`src/rtl/if_fetch_stage.sv`:
```
// Instruction-fetch stage: PC register with redirect/stall control and the IF/ID pipeline register.
// Define IF_FETCH_CNT_EN to add the fetch_cnt_o counter of instructions accepted into IF/ID.
module if_fetch_stage #(
  parameter logic [31:0] RESET_PC  = 32'h0000_0000,
  parameter logic [31:0] NOP_INSTR = 32'h0000_0000
) (
  input  logic        clk_i,
  input  logic        rst_i,
  input  logic        stall_i,
  input  logic        flush_i,
  input  logic        redirect_i,
  input  logic [31:0] redirect_pc_i,
  output logic [31:0] imem_addr_o,
  input  logic [31:0] imem_instr_i,
  output logic [31:0] pc_o,
  output logic [31:0] ifid_pc4_o,
  output logic [31:0] ifid_instr_o,
  output logic        ifid_valid_o
`ifdef IF_FETCH_CNT_EN
  ,
  output logic [31:0] fetch_cnt_o
`endif
);

  logic [31:0] pc_plus4;
  logic [31:0] redirect_target;
  logic [31:0] pc_next;
  logic        ifid_load;

  assign pc_plus4        = pc_o + 32'd4;
  assign redirect_target = redirect_pc_i & 32'hFFFF_FFFC;
  assign imem_addr_o     = pc_o;

  // A redirect wins over a stall so a resolved branch is never lost while IF/ID is held.
  always_comb begin
    pc_next   = pc_plus4;
    ifid_load = 1'b0;
    if (redirect_i) begin
      pc_next = redirect_target;
    end else if (stall_i) begin
      pc_next = pc_o;
    end
    if (!flush_i && !stall_i) begin
      ifid_load = 1'b1;
    end
  end

  always_ff @(posedge clk_i) begin
    if (rst_i) begin
      pc_o <= RESET_PC;
    end else begin
      pc_o <= pc_next;
    end
  end

  always_ff @(posedge clk_i) begin
    if (rst_i || flush_i) begin
      ifid_instr_o <= NOP_INSTR;
      ifid_pc4_o   <= 32'd0;
      ifid_valid_o <= 1'b0;
    end else if (ifid_load) begin
      ifid_instr_o <= imem_instr_i;
      ifid_pc4_o   <= pc_plus4;
      ifid_valid_o <= 1'b1;
    end
  end

`ifdef IF_FETCH_CNT_EN
  always_ff @(posedge clk_i) begin
    if (rst_i) begin
      fetch_cnt_o <= 32'd0;
    end else if (ifid_load) begin
      fetch_cnt_o <= fetch_cnt_o + 32'd1;
    end
  end
`endif

endmodule
```
`config.mk`:
```
export PLATFORM = sky130hd
export DESIGN_NAME = if_fetch_stage
export DESIGN_NICKNAME = d
export VERILOG_FILES = /design/src/rtl/if_fetch_stage.sv
export SDC_FILE = /design/constraint.sdc
export NUM_CORES = 1
export LEC_CHECK = 0
export ABC_AREA = 1
export CAP_MARGIN = 25
export CORE_ASPECT_RATIO = 1.5
export CORE_MARGIN = 3
export CORE_UTILIZATION = 43
export CTS_BUF_LIST = sky130_fd_sc_hd__clkbuf_4 sky130_fd_sc_hd__clkbuf_8 sky130_fd_sc_hd__clkbuf_16
export DETAILED_ROUTE_END_ITERATION = 10
export PLACE_DENSITY = 0.9
export SYNTH_ARGS = -nofsm -noshare
export SYNTH_HDL_FRONTEND = slang
export SYNTH_SLANG_ARGS = --single-unit
export TNS_END_PERCENT = 50
```
`constraint.sdc`:
```
create_clock -name clk_i -period 1.8 [get_ports clk_i]
set_input_delay 0.45 -clock clk_i [delete_from_list [all_inputs] [get_ports clk_i]]
set_output_delay 0.45 -clock clk_i [all_outputs]
set_load 0.01 [all_outputs]
```
# Word-level counts from Yosys, hierarchy flattened

Cells that the tools add are included.

Logic and storage cells: 15
Bits in registers: 97
Memories: 0
Latch bits: 0
Output and inout bits: 129
Memory bits (writable): 0
Bits of input ports: 69
Bits in read-only memories: 0

Bitwise logic cells: 0
$lt $le $gt $ge: 0
Equality and inequality tests: 1
$mul: 0
Add/subtract/negate cells: 1
Reduce and logical (&&, ||, !) cells: 5
Shift operators: 0
Multiplexer cells: 3
Div/mod/pow operators: 0

Operator list:

| operator                                      | number |
|---|---|
| two-way mux 32 bit                            | 2 |
| adder 32 x 3 -> 32 bit, second input constant | 1 |
| logical NOT 1 bit                             | 2 |
| != test 2 x 1 -> 1 bit, second input constant | 1 |
| OR reduction 2 bit                            | 1 |
| logical AND 1 bit                             | 1 |
| logical OR 1 bit                              | 1 |
| two-way mux 1 bit                             | 1 |

# Logic depth before layout (Yosys ltp)

Gate-level depths: netlist of the first run.

Depth after elaboration: 3
Depth in mapped cells: 10
Depth with buffers taken out: 10

# Worst setup path before layout of the first run

OpenSTA, ideal clock, no wires.

Path type: register -> register
Start: reg pc_o[2], in the netlist imem_addr_o[2]
End: reg ifid_pc4_o[22]
Path buffers: 0
Stages on the path, launching flop included: 11
Period minus slack after synthesis: 1.558 ns
Data required time: 1.685 ns
Arrival time: 1.442 ns
Slack: 0.242 ns
Library setup time: 0.115 ns
Path through: dfxtp_1 ha_1 nand2_1 nor2_4 nand2_4 nor2_4 nand2_1 nand2_1 nand2_1 o21ai_0 inv_1

Longest elaborated chain between the ends: 1

RTL lines:

| element                | line | text |
|---|---|---|
| from (decl)            | 15   | `output logic [31:0] pc_o,` |
| from (signal assigned) | 52   | `pc_o <= pc_next;` |
| adder 32 x 3 -> 32 bit | 30   | `assign pc_plus4 = pc_o + 32'd4;` |
| to (signal assigned)   | 63   | `ifid_pc4_o <= pc_plus4;` |
| to (decl)              | 16   | `output logic [31:0] ifid_pc4_o,` |

Every way passes these cells.
A chain may end at the register's enable or synchronous reset.

# Final worst setup path of the first run

Start: reg pc_o[10], in the netlist imem_addr_o[10]
End: out imem_addr_o[10]

RTL lines:

| element   | line | text |
|---|---|---|
| to (decl) | 13   | `output logic [31:0] imem_addr_o,` |

No word-level cell between the ends.

==> results.ini, run 1 <==
[outcome]
status = finished clean

[floorplan]
die_area_um2 = 12200
die_w_um = 91.1
core_region_area_um2 = 10600
num_rows = 46
initial_core_util_pct = 44.1
die_y_um = 134
io_pins = 198

[placed_design]
place_congestion = 0.930
port_buffers = 189
dp_hpwl_um = 10800
place_area_um2 = 6540
placement.setup.worst_slack_ns = -0.0449

[setup_path]
slowest_stage = clkdlybuf4s50_1
cp.depth = 1
worstPathMaxFanout = 6
crit_family = buffers and inverters
critPathLaunchType = flop
reg2regPathDepth = 10
critPathCaptureType = output port
startpoint = imem_addr_o[10]
critPathRequiredTime_ns = 1.35
reg2reg_from = imem_addr_o[2]
crit_buf_inv = 1
arrival_ns = 1.32
criticalPathCategory = reg2out
path_cells = clkdlybuf4s50_1
cpPeakStageDelay_ns = 0.56

[power_and_ir_drop]
peakVddDrop_uv = 677
power.leakage_nw = 3.01
powerDensity_nw_per_um2 = 746

[clock_tree]
htree_levels = 3
clock_latency_ns = 0.35
cts_setup_buffers = 0
cts.sinks = 93
cts-buffers-inserted = 9
ctsHoldBuffers = 0
cts_root_buf = clkbuf_16
clk_path_buf_depth = 2
clk_pin_slew_ns = 0.06
cts_tree = done

[grt]
gr-usage-all-layers_pct = 23.3
overflow = 0
grt_pass1_vias = 4815
grt_max_degree = 40
antenna_found_initial = 0
grt_pass1_wl_um = 22700

[route]
wl_um = 14300
drc = 0
wl_per_cell_um = 14.2
drt_iter0_markers = 216
antenna_left = 0
vias = 4858
via_per_inst = 4.82
drtPass1Iterations = 5

[cells_and_area]
syn2layout_area_growth_pct = 47.4
nets = 929
drive_above_1_share_pct = 10.3
post-route-util_pct = 65.1
final_cell_area_um2 = 6890
diodes = 0

[synth]
ys_ff_latch = 93
syn-mean-instance-area_um2 = 6.70
synth_edf_count = 0
synthArstFlopShare_pct = 0
netlist_instances = 698
ys_types = 27
yosysSeqAreaShare_pct = 39.8
synthesis.area_um2 = 4670
yosysWarnings = 0
ys.flop_type = dfxtp_1

[hold_path]
min_from = ifid_valid_o
hold_depth = 2
hold_class = reg2reg

[timing]
finalCritPeriodShare_pct = 98.5
rsz0062_at_grt = no
slew-limit-headroom_pct = 65.7
finalHoldViolations = 0
setup_tns_ns = 0
setup_violations = 0
drv_slew = 0
worstMarginPinSlew_ns = 0.513
fmax_mhz = 564
fin_skew_ns = 0.00840
final.setup.worst_slack_ns = 0.0261
fin_crit_ns = 1.77

[run]
maxCapViolCount = 0

[path summary, 6_finish.rpt]
| kind | end | slack, ns |
|---|---|---|
| max reg2reg | ifid_pc4_o[31] | 0.18 |
| min | ifid_valid_o | 0.51 |
| min reg2reg | ifid_valid_o | 0.51 |
| max | imem_addr_o[10] | 0.03 |
[metrics by stage]
stage | total power (W) | hold slack [ns] | std cells
after floorplan | 0.00272 | 0.512 | 703
after global placement | 0.00319 | 0.474 | 992
after detailed placement | 0.00321 | 0.489 | 992
after CTS | 0.00517 | 0.504 | 1008
after global routing | 0.00533 | 0.543 | 1008
final | 0.00514 | 0.509 | 1008
[cell type report]
cell class                      count  area [um2]
Timing Repair Buffer              211        2060
Fill cell                         907        3700
Multi-Input combinational cell    467        2150
Clock inverter                      5        58.8
Clock buffer                       11         253
Tap cell                          144         180
Sequential cell                    93        1900
Inverter                           77         289
[report_power, final]
| group | switching, W | leakage, nW | internal, W |
|---|---|---|---|
| Combinational | 0.000416 | 2.09 | 0.000488 |
| Sequential | 0.0000986 | 0.775 | 0.00217 |
| Clock | 0.000817 | 0.148 | 0.00115 |
| Total | 0.00133 | 3.01 | 0.00381 |
[cells in the mapped netlist (5+ instances only)]
cell	count	area share [%]
nand2_1	142	11
clkbuf_1	19	1.5
nor2_1	148	12
buf_2	8	0.86
dfxtp_1	93	40
inv_1	74	5.9
o21ai_1	9	0.96
o21ai_0	68	7.3
nand3_1	18	1.9
a21oi_1	22	2.4
a31oi_1	7	0.94
xor2_1	11	2.1
a22o_1	5	0.94
buf_4	36	5.8
nor2_4	9	2.2
[metal layers]
layer	wire length, um	share of wire (%)	GRT usage, %
met3	844	5.9	4.75
met2	7640	53	44.4
met4	599	4.2	13.7
met1	5230	37	22.7
met5	0	0	0
[state kept, by name, summed over array words and instances (netlist names)]
name          count
ifid_valid_o      1
ifid_pc4_o       30
ifid_instr_o     32
imem_addr_o      30
[worst register-to-register path: stages, from the launching register on]
cell     delay [ns]
dfxtp_1        0.34
buf_4          0.14
inv_1          0.07
nor2_4         0.16
nand2_2        0.11
nor2_4         0.21
nand2_1        0.08
nand2_1        0.06
nand2_1        0.11
o21ai_0        0.17
inv_1          0.05
[what timing repair did]
| item | 4_1_cts | 5_1_grt |
|---|---|---|
| hold endpoints to repair | 0 | 0 |
| setup endpoints to repair | 50 | 11 |
| gates resized for setup | 28 | 8 |
[cells by family (layout without fill, tap and decap cells)]
family,after synthesis,after routing,synth area share (%)
xor gates and xnor gates,15,15,2.81
and+or+nand+nor,331,331,29.4
DFF,93,93,39.8
buffers and inverters,143,304,14.6
adders and majority gates,1,1,0.268
other,1,6,0.0802
AOI/OAI and AO/OA,114,114,13.0
[cells in the final DEF (no fill, tap or decap), types with 2 or more instances in the layout]
cell type	n
clkdlybuf4s50_1	182
nor2_1	146
nand2_1	142
inv_1	73
o21ai_0	68
dfxtp_1	66
dfxtp_2	25
a21oi_1	22
buf_4	22
nand3_1	18
xor2_1	11
nor2_4	9
o21ai_1	9
clkbuf_16	9
a31oi_1	7
nor2_2	6
conb_1	6
a22o_1	5
dlygate4sd2_1	5
nand2_2	4
xnor2_1	4
inv_2	3
a21o_1	3
nand2_4	2
nor3_1	2
and2_1	2
clkinvlp_4	2
clkbuf_8	2
dfxtp_4	2
dlymetal6s2s_1	2
(Power assumes the default switching activity.)
==> run 2: changes to the inputs <==
CORE_UTILIZATION = 46   (was 43)
CTS_CLUSTER_SIZE = 25   (was not set)
PLACE_DENSITY = 0.95   (was 0.9)
clock period = 2.11 ns   (was 1.8 ns; I/O delays follow)
==> results.ini, run 2 (synthesized netlist as in run 1, its figures left out) <==
[timing]
setup_violations = 0
fmax_mhz = 507
setup_tns_ns = 0
rsz0062_at_grt = no
drv_slew = 0
finalHoldViolations = 0
fin_skew_ns = 0.00566
finalCritPeriodShare_pct = 93.5
fin_crit_ns = 1.97

[clock_tree]
cts_root_buf = clkbuf_16
clock_latency_ns = 0.34
htree_levels = 3
clk_pin_slew_ns = 0.06
cts_resized = 0
clk_path_buf_depth = 2
cts-buffers-inserted = 9
ctsHoldBuffers = 0
cts_setup_buffers = 0
cts.sinks = 93
cts_tree = done

[grt]
overflow = 0
grt_max_degree = 39
grt_pass1_wl_um = 22200
gr-usage-all-layers_pct = 24.9
antenna_found_initial = 0
grt_pass1_vias = 4733

[floorplan]
core_region_area_um2 = 9800
die_w_um = 88.3
initial_core_util_pct = 47.7
io_pins = 198
die_area_um2 = 11400
die_y_um = 129
num_rows = 44

[route]
drc = 0
wl_per_cell_um = 14.5
wl_um = 14100
antenna_left = 0
drtPass1Iterations = 5
drt_iter0_markers = 294
via_per_inst = 5.06
vias = 4922

[power_and_ir_drop]
power.leakage_nw = 2.93
p_total_w = 0.00438
peakVddDrop_uv = 505
powerDensity_nw_per_um2 = 645

[setup_path]
slowest_stage = clkdlybuf4s50_1
path_cells = clkdlybuf4s50_1
crit_family = buffers and inverters
reg2reg_from = imem_addr_o[2]
critPathCaptureType = output port
worstPathMaxFanout = 6
crit_buf_inv = 1
startpoint = imem_addr_o[10]
criticalPathCategory = reg2out
critPathLaunchType = flop
arrival_ns = 1.45
critPathRequiredTime_ns = 1.58
cpPeakStageDelay_ns = 0.61

[placed_design]
port_buffers = 189
dpl.cell_count = 956
dp_hpwl_um = 10400
place_congestion = 0.972
place_area_um2 = 6480

[outcome]
status = finished clean

[cells_and_area]
final_cell_area_um2 = 6790
syn2layout_area_growth_pct = 45.4
final_cell_mix = 189 x clkdlybuf4s50_1, 146 x nor2_1, 142 x nand2_1, 93 x dfxtp_1, 73 x inv_1
diodes = 0
nets = 922
final_common_cell = clkdlybuf4s50_1
regMostFlops = ifid_instr_o
largest_reg_flops = 32
drive_above_1_share_pct = 6.42
stdcell_count = 972

[hold_path]
min_from = ifid_valid_o
hold_class = reg2reg

[run]
maxCapViolCount = 0

## run 2: worst paths after layout
check	slack, ns	end	cells after the start
worst min register to register	0.49	ifid_valid_o	2
worst max register to register	0.25	ifid_pc4_o[20]	10
worst max-delay path	0.14	pc_o[10]	1
worst min-delay path	0.49	ifid_valid_o	2
## run 2: area by class of cell
type | count | area [um2]
clock buffer | 13 | 274
fill | 788 | 3010
tap | 115 | 144
clock inverter | 3 | 42.5
timing repair buffer | 204 | 2030
inverter | 77 | 289
multi-input combinational | 467 | 2150
sequential | 93 | 1860
## run 2: per-stage QoR
stage               util [%]  hold WS, ns  setup WS [ns]
finish                  69.3        0.490          0.137
global route            69.3        0.531         0.0725
CTS                     69.3        0.494          0.127
detailed placement      66.1        0.483          0.126
global placement        66.1        0.469          0.209
floorplan                  -        0.512          0.552
## run 2: power by group
part | switching (W) | internal [W] | total (W)
sequential | 0.0000874 | 0.00185 | 0.00193
clock | 0.000654 | 0.00103 | 0.00168
combinational | 0.000349 | 0.000416 | 0.000764
## run 2: layer usage
layer	global-route usage, %	share of wire (%)	routed length [um]	vias up
li1	-	-	-	2423
met1	25.5	35	4950	2198
met2	44.1	52	7300	250
met3	7.06	8.7	1220	51
met4	14.4	4.3	600	0
met5	0	0	0	-
